### src/rtl/game_ctrl.sv
// rtl/game_ctrl.sv - two-player ball game sequencer: serve timing, scoring, pause and game-over
module game_ctrl #(
   parameter int WIN_SCORE    = 9,
   parameter int SERVE_FRAMES = 60
) (
   input  logic       clk,
   input  logic       reset_n,
   input  logic       frame_tick,
   input  logic       start_btn,
   input  logic       pause_btn,
   input  logic       miss_left,
   input  logic       miss_right,
   output logic       ball_enable,
   output logic       ball_reset,
   output logic       serve_dir,
   output logic [3:0] p1_score,
   output logic [3:0] p2_score,
   output logic       game_over,
   output logic       winner
);

   typedef enum logic [2:0] {
      IDLE  = 3'd0,
      SERVE = 3'd1,
      PLAY  = 3'd2,
      PAUSE = 3'd3,
      POINT = 3'd4,
      OVER  = 3'd5
   } state_t;

   localparam logic [3:0] WIN_VAL   = 4'(WIN_SCORE);
   localparam logic [7:0] SERVE_VAL = 8'(SERVE_FRAMES);

   state_t     state_q, state_d;
   logic [7:0] frame_cnt_q, frame_cnt_d;
   logic [3:0] p1_q, p1_d;
   logic [3:0] p2_q, p2_d;
   logic       serve_dir_q, serve_dir_d;
   logic       winner_q, winner_d;
   logic       start_hist_q, pause_hist_q;

   logic       start_press;
   logic       pause_press;
   logic [7:0] frame_cnt_inc;

   assign start_press   = start_btn & ~start_hist_q;
   assign pause_press   = pause_btn & ~pause_hist_q;
   assign frame_cnt_inc = frame_cnt_q + 8'd1;

   // Next-state and datapath: every register update is decided here from the current state
   always_comb begin
      state_d     = state_q;
      frame_cnt_d = frame_cnt_q;
      p1_d        = p1_q;
      p2_d        = p2_q;
      serve_dir_d = serve_dir_q;
      winner_d    = winner_q;
      case (state_q)
         IDLE: begin
            if (start_press) begin
               p1_d        = 4'd0;
               p2_d        = 4'd0;
               serve_dir_d = 1'b0;
               frame_cnt_d = 8'd0;
               state_d     = SERVE;
            end
         end
         SERVE: begin
            if (frame_tick) begin
               frame_cnt_d = frame_cnt_inc;
               if (frame_cnt_inc == SERVE_VAL) begin
                  state_d = PLAY;
               end
            end
         end
         PLAY: begin
            // Left miss wins over a simultaneous right miss; any miss swallows a pause press
            if (miss_left) begin
               if (p2_q < WIN_VAL) begin
                  p2_d = p2_q + 4'd1;
               end
               serve_dir_d = 1'b0;
               state_d     = POINT;
            end else if (miss_right) begin
               if (p1_q < WIN_VAL) begin
                  p1_d = p1_q + 4'd1;
               end
               serve_dir_d = 1'b1;
               state_d     = POINT;
            end else if (pause_press) begin
               state_d = PAUSE;
            end
         end
         PAUSE: begin
            if (pause_press) begin
               state_d = PLAY;
            end
         end
         POINT: begin
            if ((p1_q == WIN_VAL) || (p2_q == WIN_VAL)) begin
               winner_d = (p2_q == WIN_VAL);
               state_d  = OVER;
            end else begin
               frame_cnt_d = 8'd0;
               state_d     = SERVE;
            end
         end
         OVER: begin
            if (start_press) begin
               p1_d        = 4'd0;
               p2_d        = 4'd0;
               winner_d    = 1'b0;
               serve_dir_d = 1'b0;
               frame_cnt_d = 8'd0;
               state_d     = SERVE;
            end
         end
         default: begin
            state_d = IDLE;
         end
      endcase
   end

   // State and datapath registers; button history resets high so a held button is not a press
   always_ff @(posedge clk or negedge reset_n) begin
      if (!reset_n) begin
         state_q      <= IDLE;
         frame_cnt_q  <= 8'd0;
         p1_q         <= 4'd0;
         p2_q         <= 4'd0;
         serve_dir_q  <= 1'b0;
         winner_q     <= 1'b0;
         start_hist_q <= 1'b1;
         pause_hist_q <= 1'b1;
      end else begin
         state_q      <= state_d;
         frame_cnt_q  <= frame_cnt_d;
         p1_q         <= p1_d;
         p2_q         <= p2_d;
         serve_dir_q  <= serve_dir_d;
         winner_q     <= winner_d;
         start_hist_q <= start_btn;
         pause_hist_q <= pause_btn;
      end
   end

   assign ball_enable = (state_q == PLAY);
   assign ball_reset  = (state_q == IDLE) || (state_q == SERVE) || (state_q == POINT);
   assign game_over   = (state_q == OVER);
   assign serve_dir   = serve_dir_q;
   assign p1_score    = p1_q;
   assign p2_score    = p2_q;
   assign winner      = winner_q;

endmodule

### config.mk
export PLATFORM = sky130hd
export DESIGN_NAME = game_ctrl
export DESIGN_NICKNAME = d
export VERILOG_FILES = /design/src/rtl/game_ctrl.sv
export SDC_FILE = /design/constraint.sdc
export NUM_CORES = 1
export LEC_CHECK = 0
export CAP_MARGIN = 10
export CORE_UTILIZATION = 58
export DETAILED_ROUTE_END_ITERATION = 10
export HOLD_SLACK_MARGIN = 0.06
export PLACE_DENSITY = 0.84
export SLEW_MARGIN = 40
export SYNTH_ARGS = -nofsm -noshare
export SYNTH_HDL_FRONTEND = slang
export SYNTH_SLANG_ARGS = --single-unit
### constraint.sdc
create_clock -name clk -period 4.3 [get_ports clk]
set_input_delay 0.86 -clock clk [delete_from_list [all_inputs] [get_ports clk]]
set_output_delay 0.86 -clock clk [all_outputs]
set_load 0.02 [all_outputs]
==> reports/qor.csv <==
metric;value;unit
post-DR vias/cell;6.01;
DR WL/cell;16.3;µm
# DRC;0;
Synth async-reset ratio;1.00;
Worst path depth;3;
Area Overhead vs Synth;14.0;%
CTS tree;yes;
TritonCTS buffer count;3;
FF-to-FF setup slack;2350;ps
Lkg Pwr;0.698;nW
worst r2r src;state_q[1]$_DFFE_PN0P_;
largest net degree at the start of global routing;24;
Slew @ Worst Pin;789;ps
# diodes;0;
Initial Utilization;0.634;
overall power;0.000504;W
synthesis warning total;0;
total number of vias;1154;
CP max stage cell;dfrtp_1;
clk_lat worst skew;320;ps
DRT Pass-1 Iters;5;
Detailed Place HPWL;2260;µm
core area;2280;µm²
CP max stage delay;690;ps
Die H;51.9;µm
Worst Skew;2.60;ps
r2r endpoint;state_q[1]$_DFFE_PN0P_;
CP top delay family;flip-flops;
drt initial violations;35;
Crit path buffers/inverters;1;
clock slew at reported path FFs;120;ps
sequential share of the synthesized area;0.400;
Die Area;2690;µm²
Max-Cap Viols;0;
GR Util All Layers;0.268;
postcts setup bufs;0;
antenna viol nets, final;0;
final WL;3140;µm
Synth Area per Inst;9.82;µm²
unrepaired setup endpoints after global routing;false;
layout cell share with drive strength beyond 1;0.0976;
Max Clk Rate;326;MHz
CTS resizes;0;
Syn Nets;162;
num rows;17;
Final min period;3070;ps
Final Hold Vio Count;0;
startpoint class of the critical path;flip-flop;
Worst Path Arrival;2210;ps
first-pass GRT wire length;5170;µm
vias in the first global route;1098;
total power density per cell area;306;nW/µm²
CP max FO;23;
instance count of the mapped netlist;147;
initial antenna violation count;0;
Ports;20;
port bufs;19;
Finished Layout Cells;192;
Yosys reg bits;23;
r2r worst-path depth;5;
critical path, cell by cell;nor2b_1, and2_1, clkdlybuf4s50_1;
normalized max-slew margin;0.474;
Synth Cell Area;1440;µm²
Crit Path Category;reg -> out;
maximum VDD drop;0.000289;V
EDFF count, synth;0;
period utilization;0.713;
placer congestion estimate;0.828;
Root Driver;clkbuf_4;
final setup fails;0;
H-tree Lvls;1;
Die W;51.9;µm
cts hold-fix bufs;0;
Crit. End Element;output port;
synth unique cells;45;
Clock Path Buffers;2;
outcome;finished, final reports clean;
total clock sinks;23;
Final Max Slew Viols;0;
Setup TNS;0;ps
Primary FF master, synth;dfrtp_1;
dpl cells;188;
Critical Path RT;3440;ps
Final nets;180;
Layout fillers;165;
Hold/Removal Path Class;in -> async;
grt ovf;0;
==> layout make-up <==
type | count | area, µm² | share of cell area
well taps | 28 | 35.0 | 0.0213
inverters | 7 | 26.3 | 0.0160
clock buffers | 4 | 26.3 | 0.0160
multi-input cells | 111 | 796 | 0.483
repair buffers | 19 | 185 | 0.112
flip-flops and latches | 23 | 578 | 0.351
==> cells by family after synthesis <==
group	after synthesis	share of synthesized area
AOI/OAI and AO/OA	39	0.195
xor gates and xnor gates	6	0.0364
adders and majority gates	8	0.0693
buffers and inverters	13	0.0485
DFF	23	0.400
muxes	3	0.0251
and+or+nand+nor	55	0.225
==> synth_stat cells, drive strengths merged (2+ instances only) <==
cell / instances / share of area
xor2: 4 / 0.024
o31ai: 9 / 0.056
nand3b: 2 / 0.010
a22oi: 2 / 0.010
buf: 5 / 0.028
nand2b: 5 / 0.027
xnor2: 2 / 0.012
a21oi: 7 / 0.024
nor2b: 3 / 0.013
mux2: 2 / 0.016
inv: 7 / 0.018
and3b: 2 / 0.012
nor3b: 2 / 0.014
nand3: 3 / 0.010
nor2: 16 / 0.042
dfstp: 2 / 0.036
nand2: 15 / 0.039
ha: 8 / 0.069
dfrtp: 21 / 0.36
o21ai: 11 / 0.038
==> cells in the final DEF (no fill, tap or decap), drive strengths merged, types with 2 or more instances in the layout <==
cell type and instances:
a21oi 7, a22oi 2, and3b 2, clkbuf 4
clkdlybuf4s50 18, dfrtp 21, dfstp 2, ha 8
inv 7, mux2 2, nand2 15, nand2b 5
nand3 3, nand3b 2, nor2 16, nor2b 3
nor3b 2, o21ai 11, o31ai 9, xnor2 2
xor2 4
==> registers in the layout (all words and copies together) (netlist names) <==
register,flops
frame_cnt_q,8
p1_score,4
p2_score,4
state_q,3
pause_hist_q,1
serve_dir,1
start_hist_q,1
winner,1
==> where the power goes <==
group          internal (W)  switching (W)  leakage, nW  total [W]
sequential         0.000246      0.0000432        0.296   0.000289
clock             0.0000364      0.0000663       0.0150   0.000103
combinational     0.0000544      0.0000580        0.387   0.000112
total              0.000337       0.000168        0.698   0.000504
==> how the worst max path moves through the flow <==
stage / slack, ps / start / end
global placement: 1680 / state_q[1]$_DFFE_PN0P_ / game_over
finish: 1230 / state_q[1]$_DFFE_PN0P_ / game_over
detailed placement: 1620 / state_q[1]$_DFFE_PN0P_ / game_over
global route: 1120 / state_q[1]$_DFFE_PN0P_ / game_over
CTS: 1240 / state_q[1]$_DFFE_PN0P_ / game_over
floorplan: 2260 / state_q[1]$_DFFE_PN0P_ / ball_reset
==> stage by stage <==
step	utilization	hold slack (ps)	area [µm²]	setup slack, ps
floorplan	-	436	1440	2260
global placement	0.714	469	1630	1680
detailed placement	0.712	479	1620	1620
CTS	0.723	499	1650	1240
global route	0.723	506	1650	1120
finish	0.723	490	1650	1230
==> routing by layer <==
metal / track usage / vias up / share of wire
met5: 0 / - / 0
met4: 0.0901 / 0 / 0.012
met3: 0.0351 / 4 / 0.038
met2: 0.459 / 28 / 0.49
met1: 0.345 / 569 / 0.46
li1: - / 553 / -
No activity file was read; power rests on OpenSTA's default activity.
